`src/rtl/cpu_pkg.sv`:
```
// cpu_pkg: shared decode types, opcode constants and instruction tables
// Contents: form encodings, op constants, LONG/LEGAL opcode tables, default boot address.
package cpu_pkg;

    localparam logic [31:0] DEF_BOOT_ADDR = 32'h0000_1000;

    typedef enum logic [1:0] {
        FORM1 = 2'd0,
        FORM2 = 2'd1,
        FORM3 = 2'd2
    } form_e;

    localparam logic [7:0] OP_LDI_L = 8'h01;
    localparam logic [7:0] OP_JSRA  = 8'h03;
    localparam logic [7:0] OP_NOP   = 8'h0f;
    localparam logic [7:0] OP_JMPA  = 8'h1a;

    // Form-1 ops followed by a 32-bit operand word (6-byte instructions)
    function automatic logic is_long_op(input logic [7:0] op);
        return op inside {8'h01, 8'h03, 8'h08, 8'h09, 8'h0c, 8'h0d, 8'h1a, 8'h1b, 8'h1d,
                          8'h1f, 8'h20, 8'h22, 8'h24, 8'h30, 8'h36, 8'h37, 8'h38, 8'h39};
    endfunction

    // Implemented moxie opcodes: form 1 ops 0x01-0x15 and 0x19-0x39,
    // every form 2 op, form 3 branch conditions 0-9
    function automatic logic is_legal(input logic [15:0] opc);
        return !opc[15] ? (opc[15:8] inside {[8'h01:8'h15], [8'h19:8'h39]})
                        : (!opc[14] || opc[13:10] <= 4'd9);
    endfunction

endpackage

```
`src/rtl/cpu_decode_if.sv`:
```
// cpu_decode_if: fetch-FIFO and execute-side handshake bundle of the decode stage
// Fetch side : opcode_i, operand_i, valid_i -> decode; read_en_o, long_o <- decode
// Execute side: ready_i -> decode; dvalid_o, pc_o, form_o, op_o, ra_o, rb_o, imm_o, illegal_o <- decode
// slave = decode stage view, master = surrounding fetch/execute view.
interface cpu_decode_if #(
    parameter int unsigned PC_W = 32
);
    logic [15:0]     opcode_i;
    logic [31:0]     operand_i;
    logic            valid_i;
    logic            read_en_o;
    logic            long_o;
    logic            ready_i;
    logic            dvalid_o;
    logic [PC_W-1:0] pc_o;
    logic [1:0]      form_o;
    logic [7:0]      op_o;
    logic [3:0]      ra_o;
    logic [3:0]      rb_o;
    logic [PC_W-1:0] imm_o;
    logic            illegal_o;

    modport slave (
        input  opcode_i, operand_i, valid_i, ready_i,
        output read_en_o, long_o, dvalid_o, pc_o, form_o, op_o, ra_o, rb_o, imm_o, illegal_o
    );

    modport master (
        output opcode_i, operand_i, valid_i, ready_i,
        input  read_en_o, long_o, dvalid_o, pc_o, form_o, op_o, ra_o, rb_o, imm_o, illegal_o
    );
endinterface

```
`src/rtl/cpu_decode_classify.sv`:
```
// cpu_decode_classify: combinational opcode classifier (form, op, register fields, length, legality)
// Ports: opcode_i in 16; form_o, op_o, ra_o, rb_o, long_o, illegal_o out.
// Option CPU_DECODE_ILLEGAL_TRAP_EN: report illegal opcodes instead of turning them into nop.
module cpu_decode_classify
    import cpu_pkg::*;
(
    input  logic [15:0] opcode_i,
    output form_e       form_o,
    output logic [7:0]  op_o,
    output logic [3:0]  ra_o,
    output logic [3:0]  rb_o,
    output logic        long_o,
    output logic        illegal_o
);
    form_e      form_raw;
    logic [7:0] op_raw;
    logic [3:0] ra_raw;
    logic [3:0] rb_raw;
    logic       long_raw;
    logic       bad;

    always_comb begin
        form_raw = !opcode_i[15] ? FORM1 : (opcode_i[14] ? FORM3 : FORM2);
        op_raw   = form_raw == FORM1 ? opcode_i[15:8]
                 : form_raw == FORM2 ? {6'b0, opcode_i[13:12]} : {4'b0, opcode_i[13:10]};
        ra_raw   = form_raw == FORM1 ? opcode_i[7:4] : form_raw == FORM2 ? opcode_i[11:8] : 4'd0;
        rb_raw   = form_raw == FORM1 ? opcode_i[3:0] : 4'd0;
        long_raw = form_raw == FORM1 && is_long_op(opcode_i[15:8]);
        bad      = !is_legal(opcode_i);
    end

`ifdef CPU_DECODE_ILLEGAL_TRAP_EN
    assign form_o    = form_raw;
    assign op_o      = op_raw;
    assign ra_o      = ra_raw;
    assign rb_o      = rb_raw;
    assign long_o    = long_raw;
    assign illegal_o = bad;
`else
    // Unimplemented opcodes become a short form-1 nop so the pipeline keeps flowing
    assign form_o    = bad ? FORM1 : form_raw;
    assign op_o      = bad ? OP_NOP : op_raw;
    assign ra_o      = bad ? 4'd0 : ra_raw;
    assign rb_o      = bad ? 4'd0 : rb_raw;
    assign long_o    = !bad && long_raw;
    assign illegal_o = 1'b0;
`endif

endmodule

```
`src/rtl/cpu_decode.sv`:
```
// cpu_decode: moxie decode stage between the fetch FIFO and execute
// Ports: clk_i, rst_i (sync, active-high); flush_i, flush_pc_i redirect from execute;
//        bus (cpu_decode_if.slave) carries the FIFO read handshake and the registered decode packet.
// Option CPU_DECODE_ILLEGAL_TRAP_EN: an illegal packet blocks further accepts until the next flush.
module cpu_decode
    import cpu_pkg::*;
#(
    parameter int unsigned     PC_W      = 32,
    parameter logic [PC_W-1:0] BOOT_ADDR = PC_W'(DEF_BOOT_ADDR)
) (
    input  logic            clk_i,
    input  logic            rst_i,
    input  logic            flush_i,
    input  logic [PC_W-1:0] flush_pc_i,
    cpu_decode_if.slave     bus
);
    form_e           form;
    logic [7:0]      op;
    logic [3:0]      ra;
    logic [3:0]      rb;
    logic            is_long;
    logic            illegal;
    logic            accept;
    logic            trap_hold;
    logic [PC_W-1:0] br_off;
    logic [PC_W-1:0] imm_d;
    logic [PC_W-1:0] pc_q;
    logic            dvalid_q;
    logic [PC_W-1:0] pkt_pc_q;
    form_e           form_q;
    logic [7:0]      op_q;
    logic [3:0]      ra_q;
    logic [3:0]      rb_q;
    logic [PC_W-1:0] imm_q;
    logic            illegal_q;

    cpu_decode_classify u_classify (
        .opcode_i  (bus.opcode_i),
        .form_o    (form),
        .op_o      (op),
        .ra_o      (ra),
        .rb_o      (rb),
        .long_o    (is_long),
        .illegal_o (illegal)
    );

    // A new packet may load when the slot is empty or is retiring this cycle
    assign accept = bus.valid_i && (!dvalid_q || bus.ready_i) && !flush_i && !rst_i && !trap_hold;

    // Branch displacement in halfwords, relative to the following instruction
    assign br_off = {{(PC_W-11){bus.opcode_i[9]}}, bus.opcode_i[9:0], 1'b0};
    assign imm_d  = form == FORM3 ? pc_q + PC_W'(2) + br_off
                  : form == FORM2 ? PC_W'(bus.opcode_i[7:0])
                  : is_long       ? PC_W'(bus.operand_i) : '0;

`ifdef CPU_DECODE_ILLEGAL_TRAP_EN
    logic trap_q;
    always_ff @(posedge clk_i) begin
        if (rst_i || flush_i)
            trap_q <= 1'b0;
        else if (accept && illegal)
            trap_q <= 1'b1;
    end
    assign trap_hold = trap_q;
`else
    assign trap_hold = 1'b0;
`endif

    always_ff @(posedge clk_i) begin
        if (rst_i) begin
            dvalid_q  <= 1'b0;
            pc_q      <= BOOT_ADDR;
            pkt_pc_q  <= '0;
            form_q    <= FORM1;
            op_q      <= '0;
            ra_q      <= '0;
            rb_q      <= '0;
            imm_q     <= '0;
            illegal_q <= 1'b0;
        end else if (flush_i) begin
            dvalid_q  <= 1'b0;
            pc_q      <= flush_pc_i;
        end else if (accept) begin
            dvalid_q  <= 1'b1;
            pc_q      <= pc_q + (is_long ? PC_W'(6) : PC_W'(2));
            pkt_pc_q  <= pc_q;
            form_q    <= form;
            op_q      <= op;
            ra_q      <= ra;
            rb_q      <= rb;
            imm_q     <= imm_d;
            illegal_q <= illegal;
        end else if (bus.ready_i) begin
            dvalid_q  <= 1'b0;
        end
    end

    assign bus.read_en_o = accept;
    assign bus.long_o    = accept && is_long;
    assign bus.dvalid_o  = dvalid_q;
    assign bus.pc_o      = pkt_pc_q;
    assign bus.form_o    = form_q;
    assign bus.op_o      = op_q;
    assign bus.ra_o      = ra_q;
    assign bus.rb_o      = rb_q;
    assign bus.imm_o     = imm_q;
    assign bus.illegal_o = illegal_q;

endmodule

```
`src/flat_wrapper.sv`:
```
// flat-port wrapper written by rule: the top's interface ports become plain ports
module cpu_decode_flat import cpu_pkg::*;
#(
    parameter int unsigned     PC_W      = 32,
    parameter logic [PC_W-1:0] BOOT_ADDR = PC_W'(DEF_BOOT_ADDR)
)
  (clk_i, rst_i, flush_i, flush_pc_i, bus_opcode_i, bus_operand_i, bus_valid_i, bus_ready_i, bus_read_en_o, bus_long_o, bus_dvalid_o, bus_pc_o, bus_form_o, bus_op_o, bus_ra_o, bus_rb_o, bus_imm_o, bus_illegal_o);
  cpu_decode_if #(.PC_W(PC_W)) bus_i ();
  input  logic clk_i;
  input  logic rst_i;
  input  logic flush_i;
  input  logic [PC_W-1:0] flush_pc_i;
  input wire logic [$bits(bus_i.opcode_i)-1:0] bus_opcode_i;
  input wire logic [$bits(bus_i.operand_i)-1:0] bus_operand_i;
  input wire logic [$bits(bus_i.valid_i)-1:0] bus_valid_i;
  input wire logic [$bits(bus_i.ready_i)-1:0] bus_ready_i;
  output wire logic [$bits(bus_i.read_en_o)-1:0] bus_read_en_o;
  output wire logic [$bits(bus_i.long_o)-1:0] bus_long_o;
  output wire logic [$bits(bus_i.dvalid_o)-1:0] bus_dvalid_o;
  output wire logic [$bits(bus_i.pc_o)-1:0] bus_pc_o;
  output wire logic [$bits(bus_i.form_o)-1:0] bus_form_o;
  output wire logic [$bits(bus_i.op_o)-1:0] bus_op_o;
  output wire logic [$bits(bus_i.ra_o)-1:0] bus_ra_o;
  output wire logic [$bits(bus_i.rb_o)-1:0] bus_rb_o;
  output wire logic [$bits(bus_i.imm_o)-1:0] bus_imm_o;
  output wire logic [$bits(bus_i.illegal_o)-1:0] bus_illegal_o;
  assign bus_i.opcode_i = bus_opcode_i;
  assign bus_i.operand_i = bus_operand_i;
  assign bus_i.valid_i = bus_valid_i;
  assign bus_i.ready_i = bus_ready_i;
  assign bus_read_en_o = bus_i.read_en_o;
  assign bus_long_o = bus_i.long_o;
  assign bus_dvalid_o = bus_i.dvalid_o;
  assign bus_pc_o = bus_i.pc_o;
  assign bus_form_o = bus_i.form_o;
  assign bus_op_o = bus_i.op_o;
  assign bus_ra_o = bus_i.ra_o;
  assign bus_rb_o = bus_i.rb_o;
  assign bus_imm_o = bus_i.imm_o;
  assign bus_illegal_o = bus_i.illegal_o;
  cpu_decode #(.PC_W(PC_W), .BOOT_ADDR(BOOT_ADDR)) u_core (.clk_i(clk_i), .rst_i(rst_i), .flush_i(flush_i), .flush_pc_i(flush_pc_i), .bus(bus_i));
endmodule
```
`config.mk`:
```
export PLATFORM = sky130hd
export DESIGN_NAME = cpu_decode_flat
export DESIGN_NICKNAME = d
export VERILOG_FILES = /design/src/rtl/cpu_pkg.sv /design/src/rtl/cpu_decode_if.sv /design/src/rtl/cpu_decode_classify.sv /design/src/rtl/cpu_decode.sv /design/src/flat_wrapper.sv
export SDC_FILE = /design/constraint.sdc
export NUM_CORES = 1
export LEC_CHECK = 0
export ABC_AREA = 0
export BUFFER_PORTS_ARGS = -buffer_cell sky130_fd_sc_hd__buf_2
export CORE_MARGIN = 2
export CORE_UTILIZATION = 29
export DETAILED_ROUTE_END_ITERATION = 8
export HOLD_SLACK_MARGIN = 0.03
export PLACE_DENSITY = 0.47
export REMOVE_ABC_BUFFERS = 1
export SLEW_MARGIN = 20
export SYNTH_ARGS = -nofsm -noshare
export SYNTH_HDL_FRONTEND = slang
export SYNTH_SLANG_ARGS = --single-unit
```
`constraint.sdc`:
```
create_clock -name clk_i -period 3.76 [get_ports clk_i]
set_input_delay 0.376 -clock clk_i [delete_from_list [all_inputs] [get_ports clk_i]]
set_output_delay 0.376 -clock clk_i [all_outputs]
set_load 0.01 [all_outputs]
```
# After elaboration in Yosys (flattened, before gate mapping)
# Cells that the tools add are included.
dict set report op_classes {
  n_addsub 3
  magnitude_cmp 5
  eq_ne 21
  n_mux 20
  n_bitwise 1
  n_reduce_logical 21
}
# operator n
set ops {}
lappend ops {{$mux 32} 5}
lappend ops {{$add 32x32->32} 2}
lappend ops {{$eq 8x6->1 const B} 8}
lappend ops {{$add 32x2->32 const B} 1}
lappend ops {{$eq 8x4->1 const B} 4}
lappend ops {{$eq 8x5->1 const B} 4}
lappend ops {{$mux 4} 6}
lappend ops {{$reduce_bool 18->1} 1}
lappend ops {{$mux 8} 2}
lappend ops {{$eq 8x1->1 const B} 1}
lappend ops {{$eq 8x2->1 const B} 1}
lappend ops {{$ge 8x1->1 const B} 1}
lappend ops {{$ge 8x5->1 const B} 1}
lappend ops {{$le 8x5->1 const B} 1}
lappend ops {{$le 8x6->1 const B} 1}
lappend ops {{$logic_and 1x1->1} 8}
lappend ops {{$mux 2} 3}
lappend ops {{$reduce_bool 2->1} 3}
lappend ops {{$eq 2x1->1 const B} 2}
lappend ops {{$le 4x4->1 const B} 1}
lappend ops {{$logic_not 1->1} 4}
lappend ops {{$mux 1} 3}
lappend ops {{$mux 3} 1}
lappend ops {{$eq 2x2->1 const B} 1}
lappend ops {{5 further kinds} 6}
dict set report totals {
  regBits 115
  in_bits 85
  out_inout_bits 86
  elab_cells 79
}

# Longest topological paths before layout
# Gate-level depths: netlist of run 1.
dict set report logic_depth {
  ltp_word 9
  ltp_mapped 15
  mapped_depth_nobuf 12
}

# Cells and area by module
# Synthesis of run 1 repeated with hierarchy kept, for this count alone.
dict set report hier_totals {
  hier_cells 1029
  hier_area_um2 7642.3
}
# module n_inst cells_per_inst area_each_um2
set by_module_without_submodules {}
lappend by_module_without_submodules {cpu_decode 1 943 7150.6}
lappend by_module_without_submodules {cpu_decode_classify 1 86 491.7}

# Worst setup path before layout of run 1
# No wires, ideal clock.
dict set report synth_path {
  kind {input port to flip-flop}
  from {input port bus_opcode_i[10]}
  to {register u_core.pc_q[18]}
  setup_time_ns 0.128
  arrival_time_ns 2.980
  required_time_ns 3.632
  setup_slack_ns 0.653
  path_stages 14
  cell_sequence {buf_4 -> or3_4 -> o2111ai_2 -> o211ai_2 -> a211oi_4 -> buf_2 -> ha_1 -> a21o_1 -> and4_1 -> buf_2 -> and3_1 -> and3_1 -> a222oi_1 -> nor2_1}
}
dict set report synth_between {
  elab_chain_cells 9
  elab_cells_between_ends 35
}
# item line_no
set synth_lines {}
lappend synth_lines {{from (decl)} flat_wrapper.sv:13} ;# input wire logic [$bits(bus_i.opcode_i)-1:0] bus_opcode_i;
lappend synth_lines {{$ge 8x1->1 (tied with other cells)} cpu_pkg.sv:27} ;# return !opc[15] ? (opc[15:8] inside {[8'h01:8'h15], [8'h19:8'h39]})
lappend synth_lines {{$logic_and 1x1->1} cpu_pkg.sv:27}
lappend synth_lines {{$reduce_bool 2->1} cpu_pkg.sv:27}
lappend synth_lines {{$mux 1} cpu_pkg.sv:27}
lappend synth_lines {{$logic_and 1x1->1 (*)} cpu_decode_classify.sv:45} ;# assign long_o = !bad && long_raw;
lappend synth_lines {{$mux 3 (*)} cpu_decode.sv:85} ;# pc_q <= pc_q + (is_long ? PC_W'(6) : PC_W'(2));
lappend synth_lines {{$add 32x32->32 (*)} cpu_decode.sv:85}
lappend synth_lines {{$mux 32 (*)} cpu_decode.sv:83} ;# end else if (accept) begin
lappend synth_lines {{$mux 32 (*)} cpu_decode.sv:80} ;# end else if (flush_i) begin
lappend synth_lines {{to (signal assigned)} cpu_decode.sv:82} ;# pc_q <= flush_pc_i;
lappend synth_lines {{to (signal assigned)} cpu_decode.sv:85}
lappend synth_lines {{to (decl)} cpu_decode.sv:27} ;# logic [PC_W-1:0] pc_q;
# Mark *: on every way between the ends. The rest lies on a longest branch, timed or not. The select of a mux whose other input is x is not followed.
# A chain may end at the register's enable or synchronous reset.

# Worst setup path after layout of run 1
dict set report layout_path {
  from {register u_core.pc_q[2]}
  to {register u_core.imm_q[18] (netlist: u_core.bus.imm_o[18])}
}
dict set report layout_between {
  elab_chain_cells 3
}
# item line_no
set layout_lines {}
lappend layout_lines {{$add 32x2->32} cpu_decode.sv:52} ;# assign imm_d = form == FORM3 ? pc_q + PC_W'(2) + br_off
lappend layout_lines {{$add 32x32->32} cpu_decode.sv:52}
lappend layout_lines {{$mux 32} cpu_decode.sv:52}
lappend layout_lines {{to (signal assigned)} cpu_decode.sv:91} ;# imm_q <= imm_d;
lappend layout_lines {{to (decl)} cpu_decode.sv:34} ;# logic [PC_W-1:0] imm_q;
# Every way passes these cells.

==> results.sh, run 1 <==
export IMPL_status="finished clean"
export IMPL_cp_max_fo=5
export IMPL_endpoint_kind="register"
export IMPL_core_area_um2=25180
export IMPL_finalCritPeriodShare_pct=83.74
export IMPL_critPathKind="reg2reg"
export IMPL_grt_antenna_before_repair=0
export IMPL_finalWirelength_um=24480
export IMPL_synthToLayoutAreaGrowth_pct=22.07
export IMPL_first_pass_iters=5
export IMPL_ys_seq_elements=115
export IMPL_design_area_um2=9066
export IMPL_skew_ps=8.743
export IMPL_die_area_um2=26910
export IMPL_grt_overflow_total=0
export IMPL_post_cts_buffers=0
export IMPL_synth_seq_area_share_pct=31.00
export IMPL_finalWorstSetupSlack_ps=611.5
export IMPL_num_antenna_cells=0
export IMPL_async_flop_share_pct=0
export IMPL_ctsHtreeMaxLevel=4
export IMPL_fill_cells=2719
export IMPL_cts_buffers=17
export IMPL_final_common_cell="buf_2"
export IMPL_p_per_area_nw_per_um2=397.6
export IMPL_grt_max_degree=75
export IMPL_cts_resized=0
export IMPL_place_area_um2=8478
export IMPL_grt_setup_unrepaired="no"
export IMPL_route_detailed_drc=0
export IMPL_routed_via_density=5.249
export IMPL_cts_sinks=115
export IMPL_fp_dieW_um=164.0
export IMPL_initial_core_util_pct=29.49
export IMPL_vias=7491
export IMPL_pre_cts_slack_ps=488.8
export IMPL_yosysWarnings=0
export IMPL_cts_hold_fix_buffers=0
export IMPL_cp_data_required_time_ps=4060
export IMPL_power_leakage_nw=3.848
export IMPL_nNetsFinal=1232
export IMPL_final_cell_mix="168 x buf_2, 147 x nand2_1, 115 x dfxtp_1, 110 x a21oi_1, 81 x nor2_1"
export IMPL_grt_usage_pct=18.09
export IMPL_ant_nets=0
export IMPL_die_y_um=164.0
export IMPL_hold_violations=0
export IMPL_worstMarginPinSlew_ps=1069
export IMPL_setup_viol=0
export IMPL_dp_hpwl_um=17970
export IMPL_drt_iter0_markers=562
export IMPL_row_count=58
export IMPL_hold_ws_ps=174.2
export IMPL_slew_headroom_pct=28.46
export IMPL_synth_edf_count=0
export IMPL_setup_total_negative_slack_ps=0
export IMPL_port_buffers=169
export IMPL_cp_arrival_ps=3450
export IMPL_synthDistinctLibCells=74
export IMPL_peakVddDrop_uv=212.6
export IMPL_syn_inst=951
export IMPL_cts_root_buf="clkbuf_16"
export IMPL_p_total_mw=3.604
export IMPL_start_kind="register"
export IMPL_grt_pass1_vias=7090
export IMPL_slew_viol_final=0
export IMPL_synth_cell_area_um2=7427
export IMPL_fmax_mhz=317.6
export IMPL_io_pins=171
export IMPL_clkLatencyLatePin_ps=430
export IMPL_cts_tree="yes"
export IMPL_avgSynthCellArea_um2=7.810
export IMPL_fin_crit_ps=3149
export IMPL_cts_reportedPaths_clkPinSlew_ps=60
export IMPL_ys_flop_type="dfxtp_1"
export IMPL_hp_class="in2reg"
export IMPL_wire_per_inst_um=17.15
export IMPL_drive_above_1_share_pct=21.33
export IMPL_maxCapViolCount=0
export IMPL_grt_pass1_wl_um=38410
export IMPL_clockBufferDepth=2
export IMPL_gp_congestion=0.8515
==> logic make-up (layout without fill, tap and decap cells) <==
kind of cell	Yosys count	in the layout	share of synthesized area [%]
AO/OA/AOI/OAI	297	297	26.53
XOR/XNOR	26	26	3.066
adder cells (fa/ha/maj)	63	63	10.80
buffers and inverters	82	228	5.003
flip-flops	115	115	31.00
multiplexers	5	5	0.6739
other	1	1	0.05049
AND/OR/NAND/NOR	362	362	22.88
==> layer usage <==
| metal | global-route usage (%) | up-vias | routed length [um] |
|---|---|---|---|
| li1 | - | 3738 | - |
| met1 | 23.72 | 3531 | 11370 |
| met2 | 30.54 | 204 | 11560 |
| met3 | 3.864 | 18 | 1325 |
| met4 | 3.828 | 0 | 219 |
| met5 | 0 | - | 0 |
==> state kept, by name, summed over array words and instances, names as in the netlist <==
| name | cells |
|---|---|
| u_core.bus.imm_o | 32 |
| u_core.bus.pc_o | 32 |
| u_core.pc_q | 32 |
| u_core.bus.op_o | 8 |
| u_core.bus.ra_o | 4 |
| u_core.bus.rb_o | 4 |
| u_core.bus.form_o | 2 |
| u_core.bus.dvalid_o | 1 |
==> through the flow <==
step                      util (%)  cells
after CTS                    35.97   1427
final                        36.00   1427
after floorplan                  -    884
after detailed placement     33.67   1396
after global routing         36.00   1427
after global placement       33.67   1396
==> cell usage after synthesis (all sizes together) (3+ instances only) <==
cell / count / share of area (%)
a21o: 10 / 1.0
a22oi: 11 / 1.1
nor3: 32 / 2.3
xor2: 12 / 1.4
nand2: 147 / 7.4
o311ai: 4 / 0.57
nand3: 30 / 2.1
nor4: 6 / 0.76
and2: 5 / 0.42
xnor2: 14 / 1.7
dfxtp: 115 / 31
nor3b: 3 / 0.30
a211oi: 10 / 1.2
and3: 14 / 1.2
o211ai: 8 / 0.94
a21oi: 112 / 7.9
o21ai: 58 / 3.9
nand4b: 3 / 0.35
a21boi: 4 / 0.40
o21a: 6 / 0.61
o22ai: 7 / 0.59
ha: 60 / 10
a31oi: 16 / 1.3
a221oi: 25 / 3.1
buf: 24 / 2.0
or3: 3 / 0.32
nor2: 81 / 4.1
clkbuf: 43 / 2.2
nor2b: 7 / 0.59
o2111ai: 3 / 0.44
mux2i: 5 / 0.67
and4: 6 / 0.71
nand3b: 5 / 0.51
nand2b: 3 / 0.25
a221o: 3 / 0.40
o31ai: 4 / 0.47
inv: 15 / 0.76
nand4: 15 / 1.3
==> power breakdown <==
part | switching (mW) | leakage [nW] | internal [mW] | total [mW]
clock network | 0.622 | 0.286 | 1.02 | 1.64
registers | 0.0499 | 0.936 | 1.26 | 1.31
logic | 0.399 | 2.63 | 0.250 | 0.649
==> cell type report <==
class | count | area [um2] | area share, %
well taps | 330 | 412.9 | 4.554
multi-input cells | 754 | 4770 | 52.61
flip-flops and latches | 115 | 2302 | 25.39
clock buffers | 22 | 474.2 | 5.230
clock inverters | 9 | 105.1 | 1.159
repair buffers | 182 | 945.9 | 10.43
inverters | 15 | 56.30 | 0.6210
==> critical path: stages, from the launching register on <==
cell and delay (ps):
dfxtp_1 440, ha_1 280, ha_1 230, fa_1 430, a211oi_1 400, o211ai_2 180, a21boi_0 290, o21ai_0 230
xor2_1 200, a221oi_1 280, nor3_1 70
==> worst paths after layout <==
kind                                    from                                 to  slack [ps]  cells after the start
min                        bus_operand_i[31]  u_core.bus.imm_o[31]$_SDFFE_PP0P_         170                      3
max              u_core.pc_q[2]$_SDFFE_PP0N_  u_core.bus.imm_o[18]$_SDFFE_PP0P_         610                     10
max reg2reg      u_core.pc_q[2]$_SDFFE_PP0N_  u_core.bus.imm_o[18]$_SDFFE_PP0P_         610                     10
min reg2reg  u_core.bus.pc_o[1]$_SDFFE_PP0P_    u_core.bus.pc_o[1]$_SDFFE_PP0P_         450                      2
Note: power is estimated with default switching activity, not from simulation.
==> run 2: changes to the inputs <==
--- a/config.mk
+++ b/config.mk
@@ -11,7 +11,7 @@
 export CORE_UTILIZATION = 29
 export DETAILED_ROUTE_END_ITERATION = 8
 export HOLD_SLACK_MARGIN = 0.03
-export PLACE_DENSITY = 0.47
+export PLACE_DENSITY = 0.49
 export REMOVE_ABC_BUFFERS = 1
 export SLEW_MARGIN = 20
 export SYNTH_ARGS = -nofsm -noshare
==> constraint.sdc (replaced) <==
create_clock -name clk_i -period 2.78 [get_ports clk_i]
set_input_delay 0.278 -clock clk_i [delete_from_list [all_inputs] [get_ports clk_i]]
set_output_delay 0.278 -clock clk_i [all_outputs]
set_load 0.01 [all_outputs]
==> run 2 against run 1 <==
Non-clock buffer count grew 127. Clock skew up 7.6 ps. Clock power rose by 31%. Worst hold slack worse by 100 ps. Critical path type unchanged. Highest routed layer unchanged.
==> results.sh, run 2 (synthesis gave the netlist of run 1 again) <==
export IMPL_status="finished clean"
export IMPL_worstMarginPinSlew_ps=1090
export IMPL_ctsHtreeMaxLevel=4
export IMPL_finalCritPeriodShare_pct=97.01
export IMPL_die_area_um2=26910
export IMPL_finalWorstSetupSlack_ps=83.14
export IMPL_drt_iter0_markers=612
export IMPL_core_area_um2=25180
export IMPL_endpoint_kind="register"
export IMPL_grt_setup_unrepaired="yes"
export IMPL_cp_arrival_ps=3010
export IMPL_crit_chain="inv_1 > ha_1 > inv_1 > ha_4 > fa_2 > a211oi_2 > buf_4 > o211ai_4 > buf_4 > nand2_1 > nor3_1 > nor3_1 > buf_4 > a31oi_1 > mux2i_1"
export IMPL_wire_per_inst_um=16.52
export IMPL_start_kind="register"
export IMPL_vias=7982
export IMPL_cts_reportedPaths_clkPinSlew_ps=60
export IMPL_finalWirelength_um=25670
export IMPL_whs_path_depth=3
export IMPL_critPathMaxStageDelay_ps=380
export IMPL_skew_ps=16.36
export IMPL_num_antenna_cells=0
export IMPL_cts_tree="yes"
export IMPL_first_pass_iters=7
export IMPL_fp_dieW_um=164.0
export IMPL_cp_max_fo=3
export IMPL_fin_crit_ps=2697
export IMPL_setup_viol=0
export IMPL_port_buffers=169
export IMPL_cp_depth=15
export IMPL_critical_path_buf_inv_count=5
export IMPL_drive_above_1_share_pct=30.72
export IMPL_cp_data_required_time_ps=3090
export IMPL_power_leakage_nw=4.487
export IMPL_grt_overflow_total=0
export IMPL_io_pins=171
export IMPL_die_y_um=164.0
export IMPL_grt_usage_pct=18.80
export IMPL_initial_core_util_pct=29.49
export IMPL_grt_antenna_before_repair=0
export IMPL_fin_util_pct=40.17
export IMPL_clkLatencyLatePin_ps=430
export IMPL_hold_ws_ps=70.34
export IMPL_grt_pass1_vias=7584
export IMPL_routed_via_density=5.136
export IMPL_final_cell_mix="168 x buf_2, 147 x nand2_1, 139 x buf_4, 114 x dfxtp_1, 110 x a21oi_1"
export IMPL_pre_cts_slack_ps=-347.7
export IMPL_dp_hpwl_um=19200
export IMPL_fmax_mhz=370.8
export IMPL_crit_slowest_cell="fa_2"
export IMPL_maxCapViolCount=0
export IMPL_cts_sinks=115
export IMPL_row_count=58
export IMPL_ant_nets=0
export IMPL_gp_congestion=0.8763
export IMPL_peakVddDrop_uv=295.7
export IMPL_slew_headroom_pct=27.04
export IMPL_critPathKind="reg2reg"
export IMPL_hold_violations=0
export IMPL_grt_max_degree=65
export IMPL_cts_root_buf="clkbuf_16"
export IMPL_nNetsFinal=1359
export IMPL_synthToLayoutAreaGrowth_pct=36.19
export IMPL_cp_common_cell="buf_4"
export IMPL_p_per_area_nw_per_um2=495.9
export IMPL_slew_viol_final=0
export IMPL_final_common_cell="buf_2"
export IMPL_rr_worst_depth=15
export IMPL_grt_pass1_wl_um=39820
export IMPL_clockBufferDepth=2
export IMPL_critPathTopFamily="adder cells"
export IMPL_route_detailed_drc=0
export IMPL_hp_class="in2reg"
export IMPL_cts_buffers=17
[run 2: what timing repair did]
| item | 4_1_cts | 5_1_grt |
|---|---|---|
| hold buffers | 0 | 0 |
| pin swaps | 2 | 15 |
| setup buffers | 0 | 2 |
| endpoints found under the setup margin | 8 | 13 |
| gates resized for setup | 4 | 18 |
[run 2: stage by stage]
step	setup TNS [ps]	std cells	total power, mW	area, um2
after floorplan	-41970	884	2.343	7112
after global placement	-6310	1521	2.884	9429
after detailed placement	-6516	1521	2.883	9429
after CTS	0	1552	5.056	9998
after global routing	-92.99	1554	5.267	10110
final	0	1554	5.016	10110
[run 2: final cells by class]
cell class,instances,area (um2)
clock buffers,19,452.9
clock inverters,12,108.9
fillers,2664,15070
inverters,15,56.30
multi-input cells,754,4865
flip-flops and latches,115,2303
well taps,330,412.9
repair buffers,309,1916
[run 2: path summary, 6_finish.rpt]
| kind | slack (ps) | endpoint | from |
|---|---|---|---|
| max | 80 | u_core.bus.imm_o[30]$_SDFFE_PP0P_ | u_core.pc_q[1]$_SDFFE_PP0N_ |
| min | 70 | u_core.bus.imm_o[31]$_SDFFE_PP0P_ | bus_operand_i[31] |
| max reg2reg | 80 | u_core.bus.imm_o[30]$_SDFFE_PP0P_ | u_core.pc_q[1]$_SDFFE_PP0N_ |
| min reg2reg | 450 | u_core.bus.pc_o[1]$_SDFFE_PP0P_ | u_core.bus.pc_o[1]$_SDFFE_PP0P_ |
[run 2: tightest hold or removal path, delay by kind of cell]
family | cells | cell delay (ps)
buffers and inverters | 1 | 80
AND/OR/NAND/NOR | 1 | 50
AO/OA/AOI/OAI | 1 | 60
[run 2: power breakdown]
group          internal, mW  leakage, nW  switching (mW)
clock                  1.27        0.263           0.877
sequential             1.71        0.937          0.0389
combinational         0.505         3.29           0.618
[run 2: layer usage]
metal	global-route usage, %	part of all wire (%)	wire length [um]	vias up
met2	32.05	48	12420	242
met4	3.070	0.60	153	0
li1	-	-	-	4004
met3	4.015	5.6	1425	13
met1	24.76	45	11680	3723
met5	0	0	0	-
==> run 3: changes to the inputs <==
--- a/config.mk
+++ b/config.mk
@@ -6,12 +6,13 @@
 export NUM_CORES = 1
 export LEC_CHECK = 0
 export ABC_AREA = 0
-export BUFFER_PORTS_ARGS = -buffer_cell sky130_fd_sc_hd__buf_2
 export CORE_MARGIN = 2
 export CORE_UTILIZATION = 29
 export DETAILED_ROUTE_END_ITERATION = 8
+export DONT_BUFFER_PORTS = 1
 export HOLD_SLACK_MARGIN = 0.03
-export PLACE_DENSITY = 0.49
+export PLACE_DENSITY = 0.43
+export RECOVER_POWER = 25
 export REMOVE_ABC_BUFFERS = 1
 export SLEW_MARGIN = 20
 export SYNTH_ARGS = -nofsm -noshare
==> run 3 against run 2 <==
Sequential share of layout area up 1.9 points. Sequential cell count unchanged. Clock skew is 4.7 ps lower. Sequential power is essentially flat. Routed wire length fell by 1.2%.
==> results.sh, run 3 (synthesis gave the netlist of run 1 again) <==
export IMPL_cp_data_required_time_ps=3070
export IMPL_cts_tree="yes"
export IMPL_grt_pass1_vias=7317
export IMPL_peakVddDrop_uv=258.0
export IMPL_io_pins=171
export IMPL_die_area_um2=26910
export IMPL_wire_per_inst_um=18.47
export IMPL_setup_viol=0
export IMPL_clockBufferDepth=2
export IMPL_grt_pass1_wl_um=40060
export IMPL_cts_reportedPaths_clkPinSlew_ps=60
export IMPL_dp_hpwl_um=18090
export IMPL_drt_iter0_markers=490
export IMPL_status="finished clean"
export IMPL_grt_antenna_before_repair=1
export IMPL_first_pass_iters=4
export IMPL_multiInputGateArea_um2=4840
export IMPL_post_cts_buffers=0
export IMPL_nNetsFinal=1178
export IMPL_final_common_cell="nand2_1"
export IMPL_critical_path_buf_inv_count=0
export IMPL_cp_max_fo=5
export IMPL_rr_worst_depth=9
export IMPL_grt_usage_pct=18.97
export IMPL_cp_common_cell="ha_1"
export IMPL_slew_headroom_pct=32.55
export IMPL_fill_cells=2659
export IMPL_cp_depth=9
export IMPL_setup_total_negative_slack_ps=0
export IMPL_finalCritPeriodShare_pct=96.15
export IMPL_die_y_um=164.0
export IMPL_routed_via_density=5.285
export IMPL_initial_core_util_pct=29.49
export IMPL_gp_congestion=0.8125
export IMPL_critPathTopFamily="compound AO/OA/AOI/OAI gates"
export IMPL_power_leakage_nw=3.618
export IMPL_endpoint_kind="register"
export IMPL_grt_setup_unrepaired="yes"
export IMPL_min_from="flush_i"
export IMPL_p_per_area_nw_per_um2=543.0
export IMPL_fin_crit_ps=2673
export IMPL_row_count=58
export IMPL_whs_path_depth=2
export IMPL_crit_chain="ha_1 > ha_1 > a21oi_1 > nand4b_1 > a2111oi_4 > o41ai_4 > xnor2_2 > a221oi_2 > nor3_1"
export IMPL_critPathMaxStageDelay_ps=580
export IMPL_start_kind="register"
export IMPL_ctsHtreeMaxLevel=4
export IMPL_vias=7261
export IMPL_design_area_um2=9339
export IMPL_slew_viol_final=0
export IMPL_fp_dieW_um=164.0
export IMPL_synthToLayoutAreaGrowth_pct=25.74
export IMPL_grt_overflow_total=0
export IMPL_cts_root_buf="clkbuf_16"
export IMPL_r2r_end="u_core.bus.imm_o[23]$_SDFFE_PP0P_"
export IMPL_drive_above_1_share_pct=14.46
export IMPL_cts_buffers=17
export IMPL_maxCapViolCount=0
export IMPL_cts_sinks=115
export IMPL_critPathKind="reg2reg"
export IMPL_ant_nets=0
export IMPL_core_area_um2=25180
export IMPL_reg2reg_slack_ps=110
export IMPL_final_cell_mix="147 x nand2_1, 115 x dfxtp_1, 109 x a21oi_1, 80 x nor2_1, 79 x buf_4"
export IMPL_num_antenna_cells=0
export IMPL_grt_max_degree=103
export IMPL_hold_violations=0
export IMPL_regArea_um2=2302
export IMPL_finalWirelength_um=25370
export IMPL_crit_slowest_cell="o41ai_4"
export IMPL_port_buffers=0
export IMPL_route_detailed_drc=0
export IMPL_skew_ps=11.62
export IMPL_fmax_mhz=374.1
export IMPL_place_area_um2=8148
export IMPL_worstMarginPinSlew_ps=1008
export IMPL_crit_reg2reg_launch="u_core.pc_q[3]$_SDFFE_PP0N_"
export IMPL_cp_arrival_ps=2960
export IMPL_hp_class="in2reg"
export IMPL_min_to="u_core.pc_q[13]$_SDFFE_PP0N_"
export IMPL_clkLatencyLatePin_ps=430
## run 3: cell count changes in the layout (fill, tap and decap cells not counted), moves of 3 or more
cell / previous run / this run
buf_2: 168 / 0
buf_4: 139 / 79
dlygate4sd3_1: 0 / 47
clkinv_2: 3 / 0
ha_1: 57 / 54
ha_2: 1 / 4
nor4_2: 0 / 3
nor4_4: 3 / 0
## run 3: worst register-to-register path, delay by kind of cell (launching register included)
family	cells	cell delay, ps
compound gates	4	1160
flops	1	310
fa+ha+maj	2	610
xor+xnor	1	140
simple gates	2	310
## run 3: cell type report
| cell class | count | share of cell area, % |
|---|---|---|
| clock inverter | 13 | 1.862 |
| multi-input combinational | 754 | 51.82 |
| inverter | 15 | 0.6029 |
| tap | 330 | 4.421 |
| timing repair buffer | 128 | 11.90 |
| clock buffer | 19 | 4.743 |
| sequential | 115 | 24.65 |
## run 3: repair_timing
item                                    in CTS  in global routing
hold buffers                                48                  0
pin swaps                                    2                  7
endpoints found under the hold margin      110                  0
endpoints found under the setup margin      10                 14
resized for setup                            5                 14
## run 3: power by group
part,total (mW),switching (mW),leakage [nW],internal [mW]
combinational,0.937,0.524,2.39,0.413
sequential,1.77,0.0589,0.936,1.71
clock,2.37,0.921,0.291,1.45
total,5.07,1.50,3.62,3.57
## run 3: stage by stage
step	util (%)	setup WS (ps)	hold WS (ps)	power (mW)	instances
6_report	37.09	106.9	39.39	5.071	1374
5_1_grt	37.09	-52.54	38.63	5.328	1374
4_1_cts	36.83	12.19	30.22	5.137	1374
3_5_place_dp	32.36	-246.5	359.5	2.638	1294
3_3_place_gp	32.35	-266.7	360.5	2.642	1294
2_1_floorplan	-	-1146	347.1	2.343	884
## run 3: worst max path at each step
stage | startpoint | to
after detailed placement | u_core.pc_q[2]$_SDFFE_PP0N_ | u_core.bus.imm_o[18]$_SDFFE_PP0P_
after CTS | u_core.pc_q[2]$_SDFFE_PP0N_ | u_core.bus.imm_o[23]$_SDFFE_PP0P_
after global routing | u_core.pc_q[3]$_SDFFE_PP0N_ | u_core.bus.imm_o[23]$_SDFFE_PP0P_
after global placement | u_core.pc_q[2]$_SDFFE_PP0N_ | u_core.bus.imm_o[18]$_SDFFE_PP0P_
final | u_core.pc_q[3]$_SDFFE_PP0N_ | u_core.bus.imm_o[23]$_SDFFE_PP0P_
after floorplan | flush_i | u_core.bus.imm_o[27]$_SDFFE_PP0P_
## run 3: layer usage
layer	wire length, um	global-route usage [%]
met1	11130	23.22
met2	12530	33.38
met3	1480	4.747
met4	238	4.386
met5	0	0
